[src/rtl/detector_arbiter.sv]
// Two-requester round-robin arbiter that serialises one job at a time through a
// shared bit-serial datapath and collects its delayed output into a result word.
module detector_arbiter #(
  parameter int W   = 8,
  parameter int LAT = 2
) (
  input  logic         CLK,
  input  logic         reset,
  input  logic         req0,
  input  logic         req1,
  input  logic [W-1:0] a_word0,
  input  logic [W-1:0] a_word1,
  input  logic [W-1:0] b_word0,
  input  logic [W-1:0] b_word1,
  output logic         gnt0,
  output logic         gnt1,
  output logic         done0,
  output logic         done1,
  output logic [W-1:0] result,
  output logic         busy,
  output logic         dp_a,
  output logic         dp_b,
  output logic         dp_rst,
  input  logic         dp_y
);

  localparam int CW = $clog2(W + LAT + 1);

  typedef enum logic [2:0] {IDLE, CLEAR, SHIFT, DRAIN, DONE} state_t;

  state_t         state_q, state_d;
  logic [W-1:0]   a_sh_q, a_sh_d, b_sh_q, b_sh_d;
  logic [W-1:0]   res_sh_q, res_sh_d, result_q, result_d;
  logic [CW-1:0]  cyc_q, cyc_d;
  logic           gnt0_q, gnt0_d, gnt1_q, gnt1_d;
  logic           pri_q, pri_d;   // requester that wins the next tie
  logic           win1;

  always_comb begin
    state_d  = state_q;
    a_sh_d   = a_sh_q;
    b_sh_d   = b_sh_q;
    res_sh_d = res_sh_q;
    result_d = result_q;
    cyc_d    = cyc_q;
    gnt0_d   = gnt0_q;
    gnt1_d   = gnt1_q;
    pri_d    = pri_q;
    win1     = req1 & (~req0 | pri_q);

    case (state_q)
      IDLE: begin
        if (req0 | req1) begin
          state_d = CLEAR;
          gnt0_d  = ~win1;
          gnt1_d  = win1;
          a_sh_d  = win1 ? a_word1 : a_word0;
          b_sh_d  = win1 ? b_word1 : b_word0;
          pri_d   = ~win1;
          cyc_d   = '0;
        end
      end
      CLEAR: begin
        state_d = SHIFT;
        cyc_d   = '0;
      end
      SHIFT, DRAIN: begin
        cyc_d = cyc_q + CW'(1);
        // cycle cyc carries the output of the bit driven LAT cycles earlier
        if (cyc_q >= CW'(LAT))
          res_sh_d = {dp_y, res_sh_q[W-1:1]};
        if (state_q == SHIFT) begin
          a_sh_d = a_sh_q >> 1;
          b_sh_d = b_sh_q >> 1;
          if (cyc_q == CW'(W - 1))
            state_d = DRAIN;
        end else if (cyc_q == CW'(W + LAT - 1)) begin
          state_d  = DONE;
          result_d = {dp_y, res_sh_q[W-1:1]};
        end
      end
      DONE: begin
        state_d = IDLE;
        gnt0_d  = 1'b0;
        gnt1_d  = 1'b0;
      end
      default: state_d = IDLE;
    endcase
  end

  always_ff @(posedge CLK or posedge reset) begin
    if (reset) begin
      state_q  <= IDLE;
      a_sh_q   <= '0;
      b_sh_q   <= '0;
      res_sh_q <= '0;
      result_q <= '0;
      cyc_q    <= '0;
      gnt0_q   <= 1'b0;
      gnt1_q   <= 1'b0;
      pri_q    <= 1'b0;
    end else begin
      state_q  <= state_d;
      a_sh_q   <= a_sh_d;
      b_sh_q   <= b_sh_d;
      res_sh_q <= res_sh_d;
      result_q <= result_d;
      cyc_q    <= cyc_d;
      gnt0_q   <= gnt0_d;
      gnt1_q   <= gnt1_d;
      pri_q    <= pri_d;
    end
  end

  assign gnt0   = gnt0_q;
  assign gnt1   = gnt1_q;
  assign done0  = (state_q == DONE) & gnt0_q;
  assign done1  = (state_q == DONE) & gnt1_q;
  assign busy   = (state_q != IDLE);
  assign result = result_q;
  assign dp_rst = reset | (state_q == CLEAR);
  assign dp_a   = (state_q == SHIFT) & a_sh_q[0];
  assign dp_b   = (state_q == SHIFT) & b_sh_q[0];

endmodule

[config.mk]
export PLATFORM = sky130hd
export DESIGN_NAME = detector_arbiter
export DESIGN_NICKNAME = d
export VERILOG_FILES = /design/src/rtl/detector_arbiter.sv
export SDC_FILE = /design/constraint.sdc
export NUM_CORES = 1
export LEC_CHECK = 0
export ABC_AREA = 0
export CAP_MARGIN = 20
export CORE_ASPECT_RATIO = 0.5
export CORE_MARGIN = 1.5
export CORE_UTILIZATION = 45
export DETAILED_ROUTE_END_ITERATION = 8
export PLACE_DENSITY = 0.82
export SLEW_MARGIN = 30
export SYNTH_ARGS = -nofsm -noshare
export SYNTH_HDL_FRONTEND = slang
export SYNTH_SLANG_ARGS = --single-unit
[constraint.sdc]
create_clock -name CLK -period 6 [get_ports CLK]
set_clock_uncertainty 0.2 [all_clocks]
set_input_delay 1.8 -clock CLK [delete_from_list [all_inputs] [get_ports CLK]]
set_output_delay 1.8 -clock CLK [all_outputs]
set_load 0.01 [all_outputs]
=== Word level (Yosys, flattened, before mapping) ===
Cells that the tools add are included.

* Register bits: 42
* Output and inout bits: 16
* Logic and storage cells: 64

* Add/sub/neg operators: 1
* $lt $le $gt $ge: 1
* Equal/unequal tests: 10
* Multiplexer cells: 19
* Bitwise logic cells: 11
* Reduce and logical (&&, ||, !) cells: 13

{| class="wikitable"
|+ Operator list
! cell !! number
|-
| 8-bit 2-to-1 mux || 6
|-
| 8-bit case mux with 2 select lines || 2
|-
| 3-bit 2-to-1 mux || 4
|-
| 4-bit case mux with 3 select lines || 1
|-
| 3-bit case mux with 3 select lines || 1
|-
| 3-bit AND reduction || 3
|-
| 2-bit AND reduction || 4
|-
| 3-bit by 2-bit equality test with 1-bit output (second input constant) || 2
|-
| 3-bit inequality test (second input constant) || 2
|-
| 3-bit nonzero test || 2
|-
| 1-bit AND || 5
|-
| 4-bit by 1-bit adder with 4-bit output (second input constant) || 1
|-
| 4-bit by 3-bit equality test with 1-bit output (second input constant) || 1
|-
| 4-bit equality test (second input constant) || 1
|-
| 4-bit by 2-bit greater-or-equal comparator with 1-bit output (second input constant) || 1
|-
| 4-bit 2-to-1 mux || 1
|-
| 2-bit inequality test (second input constant) || 2
|-
| 1-bit case mux with 2 select lines || 2
|-
| 2-bit nonzero test || 2
|-
| 3-bit by 1-bit equality test with 1-bit output (second input constant) || 1
|-
| 3-bit equality test (second input constant) || 1
|-
| 3-bit zero test || 1
|-
| 1-bit inverter || 3
|-
| 1-bit bitwise OR || 3
|-
| other kinds (2) || 3
|}

=== Depth between registers and ports, before layout ===
Gate-level depths: netlist of run 1.

* Depth after elaboration: 6
* Depth in mapped cells: 7
* Mapped depth without buffers: 6

=== Worst setup path before layout of run 1 ===
OpenSTA, ideal clock, no wires.

* Path kind: input-to-output
* Start: input reset
* End: output dp_rst
* Arrival time: 3.056 ns
* Required time: 4.000 ns
* Path slack: 0.944 ns
* Cell stages on the path: 2
* Cell sequence: inv_1 > o21ai_0

* Longest elaborated chain between the ends: 1

{| class="wikitable"
|+ Ends and longest elaborated chain
! element !! RTL line !! text
|-
| from (decl) || 8 || <nowiki>input logic reset,</nowiki>
|-
| 1-bit bitwise OR || 121 || <nowiki>assign dp_rst = reset | (state_q == CLEAR);</nowiki>
|-
| to (decl) || 23 || <nowiki>output logic dp_rst,</nowiki>
|}

Every way passes these cells.

=== Final worst setup path of run 1 ===
Ends and elaborated chain as after synthesis.

==> reports/metrics.yaml, run 1 <==
floorplan:
  coreArea_um2: 4380
  dieArea_um2: 5000
  num_io_pins: 53
  initial_core_util: 0.468
  die-width_um: 98.5
  rows: 17
  die_h_um: 50.8
timing:
  rsz0062_at_grt: "false"
  worst_pin_slew_ns: 0.815
  fin_crit_ns: 4.97
  slew_headroom: 0.454
  final-hold-violation-count: 0
  period_share: 0.828
  setup_violations: 0
  setup-tns-final_ns: 0
  max_freq_mhz: 201
  drv_slew: 0
power_and_ir_drop:
  p_per_area_nw_per_um2: 453
  power_switching_mw: 0.429
  leakagePower_nw: 1.17
  power.total_mw: 1.23
  combPwrFrac: 0.415
  seq_power_share: 0.424
  pwr-share-clk: 0.161
  power.internal_mw: 0.802
  ir_worst_vdd_mv: 0.200
  switching_share: 0.349
global_routing:
  grt_pass1_vias: 1652
  grt_pass1_wl_um: 7200
  grt_overflow: 0
  grt_max_degree: 42
  antenna_found_initial: 0
  grt_use_total: 0.183
placed_design:
  hpwl_um: 2980
  dp.cells: 287
  gp_congestion: 0.844
  portBuffers: 52
worst_setup_path:
  cp-start-kind: "primary input"
  startpoint: "reset"
  cp_max_fo: 2
  crit_chain: "clkdlybuf4s50_1 > inv_1 > o21ai_0 > clkdlybuf4s50_1"
  cpPeakStageDelay_ns: 0.58
  arrival_ns: 2.97
  cp-end-kind: "output port"
  critPathCapture: "dp_rst"
  path_delay_family: "buffers and inverters"
  slowest_stage: "clkdlybuf4s50_1"
  timing.critical_path.mode_cell: "clkdlybuf4s50_1"
  ff2ff_setup_slack_ns: 3.47
  reg2regPathDepth: 5
  path_buf_inv: 3
  critical_path_class: "primary input to output port"
  path_depth: 4
  timing.rr.end: "b_sh_q[2]"
  crit_required_ns: 4.00
  rr_startpoint: "state_q[1]"
routing:
  detail-route-antenna-nets: 0
  avgRoutedWirePerCell_um: 14.4
  first_pass_iters: 4
  vias: 1616
  via_per_inst: 5.48
  drt_iter0_drc: 70
  drc: 0
  drt_wl_total_um: 4240
final_layout:
  finalNonFillerCells: 295
  nets: 277
  final_cell_mix: "clkdlybuf4s50_1 (52), dfrtp_1 (41), nor2_1 (19)"
  fill_cells: 367
  diodes: 0
  synthToLayoutAreaGrowth_pct: 32.3
  layout-drive-gt1-share: 0.134
  layout_commonest_cell: "clkdlybuf4s50_1"
clocking:
  clk_pin_slew_ns: 0.08
  cts_tree: "done"
  cts.htree.levels: 2
  clk_latency_ns: 0.29
  clock_sinks: 41
  root_buffer: "clkbuf_8"
  cts_made_buffers: 5
  cts_resized: 0
  cts_max_path_buffers: 2
  postCtsSetupBuffers: 0
  hold_buffers: 0
synthesis:
  syn-mean-instance-area_um2: 11.0
  syn_inst: 187
  synth.net_count: 227
  synth.top_cell.area_share: 0.500
  synth_area_leaders: "dfrtp_1 (50%), mux2_2 (8.8%), mux2i_1 (7.8%)"
  synth_warnings: 0
  netlist_area_um2: 2050
  ys_ff_latch: 41
  ys_seq_area_frac: 0.500
  synth.largest_area_cell: "dfrtp_1"
  yosysUniqueCellTypes: 34
min_path:
  hold_path.class: "register to register"
  hold_depth: 1
run_status:
  status: "finished, final reports clean"
run:
  drv_cap: 0
==> cell families (layout without fill, tap and decap cells) <==
logic type | Yosys count | count (layout) | synth area share
muxes | 32 | 32 | 0.166
AOI/OAI and AO/OA | 32 | 32 | 0.112
DFF | 41 | 41 | 0.500
buffers and inverters | 19 | 70 | 0.0445
and+or+nand+nor | 60 | 60 | 0.159
adders and majority gates | 3 | 3 | 0.0183
==> cell type report <==
cell class	instances	area [um2]	area share
flip-flops and latches	41	1030	0.378
multi-input cells	127	951	0.350
repair buffers	54	536	0.197
clock buffers	7	96.3	0.0355
well taps	57	71.3	0.0263
inverters	8	30.0	0.0111
clock inverters	1	5.00	0.00184
==> worst min-delay path by stage <==
stage | start | endpoint | slack, ns
finish | result[3] | result[3] | 0.31
global route | result[3] | result[3] | 0.33
CTS | result[3] | result[3] | 0.31
detailed placement | result[3] | result[3] | 0.30
global placement | gnt1 | gnt1 | 0.28
floorplan | pri_q | pri_q | 0.25
==> sequential cells by signal, indices dropped and copies added (netlist names) <==
name,flops
a_sh_q,8
b_sh_q,8
cyc_q,4
gnt0,1
gnt1,1
pri_q,1
res_sh_q,7
result,8
state_q,3
==> Yosys cell counts <==
library cell	count
or2b_1	1
nor3_1	5
nor4_4	1
ha_1	3
o21ai_1	1
buf_4	2
a21o_1	1
buf_2	4
a21oi_1	3
nor2_1	19
and3_1	2
dfrtp_1	41
nor2_4	1
nor4b_1	1
a22o_1	1
o21ai_0	7
nand2b_1	1
a31oi_1	1
nor4_1	1
a221oi_1	14
nor3b_1	2
clkbuf_1	4
nand2_2	1
mux2i_1	16
inv_1	8
nor2_2	1
nand3_1	3
buf_6	1
o211a_1	1
mux2_2	16
nand2_1	7
a211oi_1	1
o22ai_1	2
nor2b_1	14
==> power by group through the flow <==
stage	logic, mW	clock network [mW]	registers [mW]
3_3_place_gp	0.493	0	0.517
5_1_grt	0.568	0.216	0.546
2_1_floorplan	0.370	0	0.488
4_1_cts	0.521	0.202	0.522
6_report	0.510	0.199	0.522
3_5_place_dp	0.517	0	0.526
==> through the flow <==
stage / utilization / instance area, um2 / setup WS (ns) / hold slack [ns]
2_1_floorplan: - / 2050 / 0.944 / 0.251
3_3_place_gp: 0.595 / 2610 / 1.02 / 0.283
3_5_place_dp: 0.597 / 2610 / 1.02 / 0.297
4_1_cts: 0.620 / 2720 / 1.02 / 0.314
5_1_grt: 0.620 / 2720 / 0.970 / 0.330
6_report: 0.620 / 2720 / 1.03 / 0.311
==> per-layer routing <==
| layer | vias to the layer above | track usage | share of wire |
|---|---|---|---|
| met2 | 36 | 0.321 | 0.50 |
| met4 | 0 | 0.0634 | 0.011 |
| li1 | 772 | - | - |
| met3 | 9 | 0.0515 | 0.053 |
| met5 | - | 0 | 0 |
| met1 | 799 | 0.221 | 0.44 |
Note: power is estimated with default switching activity, not from simulation.
==> run 2: changes to the inputs <==
--- a/config.mk
+++ b/config.mk
@@ -9,9 +9,9 @@
 export CAP_MARGIN = 20
 export CORE_ASPECT_RATIO = 0.5
 export CORE_MARGIN = 1.5
-export CORE_UTILIZATION = 45
+export CORE_UTILIZATION = 44
 export DETAILED_ROUTE_END_ITERATION = 8
-export PLACE_DENSITY = 0.82
+export PLACE_DENSITY = 0.83
 export SLEW_MARGIN = 30
 export SYNTH_ARGS = -nofsm -noshare
 export SYNTH_HDL_FRONTEND = slang
==> constraint.sdc (replaced) <==
create_clock -name CLK -period 4.39 [get_ports CLK]
set_clock_uncertainty 0.2 [all_clocks]
set_input_delay 1.317 -clock CLK [delete_from_list [all_inputs] [get_ports CLK]]
set_output_delay 1.317 -clock CLK [all_outputs]
set_load 0.01 [all_outputs]
==> reports/metrics.yaml, run 2 (synthesized netlist as in run 1, its figures left out) <==
run_status:
  status: "finished, final reports clean"  # unchanged
placed_design:
  hpwl_um: 3060  # was 2980 um
  portBuffers: 52  # unchanged
  place_area_um2: 2610  # unchanged
  gp_congestion: 0.788  # was 0.844
  dp_slack_ns: 0.376  # was 1.02 ns
  dp.cells: 288  # was 287
clocking:
  cts.htree.levels: 2  # unchanged
  root_buffer: "clkbuf_8"  # unchanged
  clk_latency_ns: 0.29  # about the same
  cts_resized: 0  # unchanged
  hold_buffers: 0  # unchanged
  postCtsSetupBuffers: 0  # unchanged
  cts_max_path_buffers: 2  # unchanged
  clk_pin_slew_ns: 0.08  # about the same
  clock_sinks: 41  # unchanged
  cts_tree: "done"  # unchanged
  cts_made_buffers: 5  # unchanged
routing:
  drc: 0  # unchanged
  vias: 1574  # was 1616
  via_per_inst: 5.32  # was 5.48
  drt_iter0_drc: 72  # was 70
  avgRoutedWirePerCell_um: 14.3  # was 14.4 um
  detail-route-antenna-nets: 0  # unchanged
  drt_wl_total_um: 4250  # was 4240 um
  first_pass_iters: 4  # unchanged
final_layout:
  layout_commonest_cell: "clkdlybuf4s50_1"  # unchanged
  final_util: 0.618  # was 0.620
  fill_cells: 345  # was 367
  synthToLayoutAreaGrowth_pct: 33.9  # was 32.3%
  layout-drive-gt1-share: 0.138  # was 0.134
  finalNonFillerCells: 296  # was 295
  nets: 278  # was 277
  diodes: 0  # unchanged
  design_area_um2: 2750  # was 2720 um2
  final_cell_mix: "clkdlybuf4s50_1 (52), dfrtp_1 (41), nor2_1 (19)"  # unchanged
timing:
  setup_violations: 0  # unchanged
  drv_slew: 0  # unchanged
  slew_headroom: 0.506  # was 0.454
  final-hold-violation-count: 0  # unchanged
  max_freq_mhz: 250
  worst_pin_slew_ns: 0.737  # was 0.815 ns
  fin_crit_ns: 4.00
  period_share: 0.910
  rsz0062_at_grt: "false"  # unchanged
  setup-tns-final_ns: 0  # unchanged
  worst_slack_ns: 0.393  # was 1.03 ns
  timing.hold.ws_ns: 0.315  # was 0.311 ns
global_routing:
  grt_use_total: 0.176  # was 0.183
  grt_overflow: 0  # unchanged
  grt_pass1_wl_um: 6930  # was 7200 um
  antenna_found_initial: 0  # unchanged
  grt_max_degree: 42  # unchanged
  grt_pass1_vias: 1554  # was 1652
worst_setup_path:
  cp_max_fo: 2  # unchanged
  rr_startpoint: "state_q[1]"  # unchanged
  timing.critical_path.mode_cell: "clkdlybuf4s50_1"  # unchanged
  cp-end-kind: "output port"  # unchanged
  critical_path_class: "primary input to output port"  # unchanged
  cpPeakStageDelay_ns: 0.57  # was 0.58 ns
  crit_chain: "clkdlybuf4s50_1 > inv_1 > o21ai_0 > clkdlybuf4s50_1"  # unchanged
  arrival_ns: 2.48  # was 2.97 ns
  startpoint: "reset"  # unchanged
  crit_required_ns: 2.87  # was 4.00 ns
  slowest_stage: "clkdlybuf4s50_1"  # unchanged
  cp-start-kind: "primary input"  # unchanged
power_and_ir_drop:
  combPwrFrac: 0.395  # was 0.415
  ir_worst_vdd_mv: 0.340  # was 0.200 mV
  pwr-share-clk: 0.202  # was 0.161
  switching_share: 0.334  # was 0.349
  power.total_mw: 1.77  # was 1.23 mW
  seq_power_share: 0.402  # was 0.424
  power_switching_mw: 0.592  # was 0.429 mW
  power.internal_mw: 1.18  # was 0.802 mW
  leakagePower_nw: 1.19  # was 1.17 nW
  p_per_area_nw_per_um2: 645  # was 453 nW/um2
floorplan:
  rows: 17  # unchanged
  dieArea_um2: 5110  # was 5000 um2
  die_h_um: 51.3  # was 50.8 um
  initial_core_util: 0.462  # was 0.468
  coreArea_um2: 4450  # was 4380 um2
  num_io_pins: 53  # unchanged
  die-width_um: 99.6  # was 98.5 um
min_path:
  hp-start: "result[1]"  # was result[3]
  hold_path.class: "register to register"  # unchanged
run:
  drv_cap: 0  # unchanged
-- run 2: cell types whose count changed in the layout (fill, tap and decap cells not counted) --
cell       previous run  this run
buf_4                 2         3
clkbuf_8              7         5
o21ai_4               1         0
o21ai_2               0         1
bufinv_16             0         2
-- run 2: critical path, delay by kind of cell --
kind	cells	cell delay (ns)
compound gates	1	0.09
buf+inv	3	1.07
-- run 2: layout make-up --
cell class,instances,area (um2),area share
clock inverters,3,65.1,0.0237
repair buffers,55,543,0.198
well taps,57,71.3,0.0260
inverters,8,30.0,0.0109
flip-flops and latches,41,1030,0.373
clock buffers,5,68.8,0.0250
multi-input cells,127,943,0.343
-- run 2: power by group through the flow --
stage	clock, mW	sequential, mW	combinational [mW]
3_5_place_dp	0	0.717	0.704
3_3_place_gp	0	0.706	0.673
4_1_cts	0.365	0.711	0.710
2_1_floorplan	0	0.667	0.506
6_report	0.359	0.713	0.700
5_1_grt	0.384	0.740	0.775
-- run 2: worst paths after layout --
check | to | cells past startpoint | slack, ns
worst max register to register | b_sh_q[1] | 5 | 1.91
worst min-delay path | result[1] | 1 | 0.32
worst min register to register | result[1] | 1 | 0.32
min in group asynchronous | b_sh_q[2] | 3 | 1.29
max in group asynchronous | cyc_q[2] | 3 | 2.36
worst max-delay path | dp_rst | 4 | 0.39
-- run 2: routing by layer --
layer  GRT usage  up-vias  part of all wire  wire length (um)
li1            -      768                 -                 -
met1       0.218      772              0.45              1890
met2       0.307       29              0.50              2140
met3      0.0465        5             0.041               175
met4      0.0563        0            0.0073                31
met5           0        -                 0                 0
==> run 3: changes to the inputs <==
--- a/config.mk
+++ b/config.mk
@@ -9,9 +9,10 @@
 export CAP_MARGIN = 20
 export CORE_ASPECT_RATIO = 0.5
 export CORE_MARGIN = 1.5
-export CORE_UTILIZATION = 44
+export CORE_UTILIZATION = 45
 export DETAILED_ROUTE_END_ITERATION = 8
-export PLACE_DENSITY = 0.83
+export DONT_BUFFER_PORTS = 1
+export PLACE_DENSITY = 0.69
 export SLEW_MARGIN = 30
 export SYNTH_ARGS = -nofsm -noshare
 export SYNTH_HDL_FRONTEND = slang
==> reports/metrics.yaml, run 3 (synthesized netlist as in run 1, its figures left out) <==
run_status:
  status: "finished, final reports clean"  # unchanged
timing:
  fin_crit_ns: 3.30  # was 4.00 ns
  drv_slew: 0  # unchanged
  max_freq_mhz: 303  # was 250 MHz
  final-hold-violation-count: 0  # unchanged
  slew_headroom: 0.459  # was 0.506
  setup-tns-final_ns: 0  # unchanged
  setup_violations: 0  # unchanged
  rsz0062_at_grt: "false"  # unchanged
  worst_pin_slew_ns: 0.807  # was 0.737 ns
  period_share: 0.752  # was 0.910
clocking:
  clock_sinks: 41  # unchanged
  cts_resized: 0  # unchanged
  cts.htree.levels: 2  # unchanged
  root_buffer: "clkbuf_8"  # unchanged
  cts_max_path_buffers: 2  # unchanged
  hold_buffers: 0  # unchanged
  cts_tree: "done"  # unchanged
  clk_latency_ns: 0.28  # was 0.29 ns
  postCtsSetupBuffers: 0  # unchanged
  cts_made_buffers: 5  # unchanged
  clk_pin_slew_ns: 0.08  # about the same
global_routing:
  grt_max_degree: 42  # unchanged
  grt_overflow: 0  # unchanged
  grt_pass1_wl_um: 6030  # was 6930 um
  grt_pass1_vias: 1255  # was 1554
  antenna_found_initial: 0  # unchanged
  grt_use_total: 0.155  # was 0.176
run:
  drv_cap: 0  # unchanged
worst_setup_path:
  crit_required_ns: 2.87  # about the same
  cp_max_fo: 25  # was 2
  critical_path_class: "register to output port"  # was primary input to output port
  cp-end-kind: "output port"  # unchanged
  arrival_ns: 1.79  # was 2.48 ns
  cp-start-kind: "register"  # was primary input
final_layout:
  fill_cells: 403  # was 345
  layout-drive-gt1-share: 0.171  # was 0.138
  diodes: 0  # unchanged
  final_cell_mix: "dfrtp_1 (41), nor2_1 (19), mux2_2 (16), mux2i_1 (16)"  # was clkdlybuf4s50_1 (52), dfrtp_1 (41), nor2_1 (19)
  register_area_um2: 1030  # unchanged
  nets: 226  # was 278
  design_area_um2: 2210  # was 2750 um2
  multi_input_area_um2: 943  # unchanged
  layout_commonest_cell: "dfrtp_1"  # was clkdlybuf4s50_1
  synthToLayoutAreaGrowth_pct: 7.68  # was 33.9%
floorplan:
  num_io_pins: 53  # unchanged
  coreArea_um2: 4380  # was 4450 um2
  die_h_um: 50.8  # was 51.3 um
  initial_core_util: 0.468  # was 0.462
  rows: 17  # unchanged
  dieArea_um2: 5000  # was 5110 um2
  die-width_um: 98.5  # was 99.6 um
power_and_ir_drop:
  ir_worst_vdd_mv: 0.343  # was 0.340 mV
  power.total_mw: 1.57  # was 1.77 mW
  leakagePower_nw: 0.978  # was 1.19 nW
  p_per_area_nw_per_um2: 712  # was 645 nW/um2
routing:
  drc: 0  # unchanged
  vias: 1368  # was 1574
  detail-route-antenna-nets: 0  # unchanged
  drt_wl_total_um: 3670  # was 4250 um
  drt_iter0_drc: 68  # was 72
  first_pass_iters: 4  # unchanged
  via_per_inst: 5.61  # was 5.32
  avgRoutedWirePerCell_um: 15.0  # was 14.3 um
placed_design:
  portBuffers: 0  # was 52
  gp_congestion: 0.764  # was 0.788
  hpwl_um: 2540  # was 3060 um
  place_area_um2: 2090  # was 2610 um2
min_path:
  hold_path.class: "register to register"  # unchanged
[run 3: changes by cell type in the layout (fill, tap and decap cells not counted)]
cell / delta
bufinv_16: -1
clkbuf_1: +1
clkbuf_8: +1
clkdlybuf4s50_1: -52
clkinv_2: -1
[run 3: stage by stage]
stage / instances / util / setup WS (ns) / hold slack (ns)
6_report: 244 / 0.504 / 1.09 / 0.305
5_1_grt: 244 / 0.504 / 0.939 / 0.319
4_1_cts: 244 / 0.504 / 1.08 / 0.311
3_5_place_dp: 236 / 0.478 / 1.32 / 0.293
3_3_place_gp: 236 / 0.478 / 1.32 / 0.291
2_1_floorplan: 187 / - / 0.300 / 0.251
[run 3: final cells by class]
type,instances,share of cell area
clock buffers,7,0.0391
clock inverters,1,0.0136
inverters,8,0.0136
multi-input cells,127,0.427
flip-flops and latches,41,0.464
well taps,57,0.0323
repair buffers,3,0.0102
[run 3: critical path, cell delays in order (launching register included)]
cell and delay (ns):
dfrtp_1 0.78, or2b_1 0.35, nor3b_1 0.38
[run 3: metal layers]
| metal | vias up | track usage | part of all wire |
|---|---|---|---|
| met3 | 4 | 0.0404 | 0.044 |
| met4 | 0 | 0.0610 | 0.010 |
| met1 | 670 | 0.210 | 0.47 |
| met5 | - | 0 | 0 |
| met2 | 24 | 0.241 | 0.47 |
| li1 | 670 | - | - |
[run 3: power breakdown]
part	total (mW)	switching [mW]	internal (mW)	leakage, nW
registers	0.738	0.184	0.554	0.476
clock network	0.307	0.122	0.185	0.0585
logic	0.528	0.245	0.283	0.443
[run 3: worst paths after layout]
check	startpoint	slack, ns	cells past startpoint	to
max in group asynchronous	reset	2.77	2	cyc_q[1]
worst min-delay path	res_sh_q[1]	0.31	1	result[0]
worst max register to register	state_q[1]	1.91	5	a_sh_q[2]
worst max-delay path	state_q[1]	1.09	2	dp_a
min in group asynchronous	reset	0.87	2	b_sh_q[0]
worst min register to register	res_sh_q[1]	0.31	1	result[0]
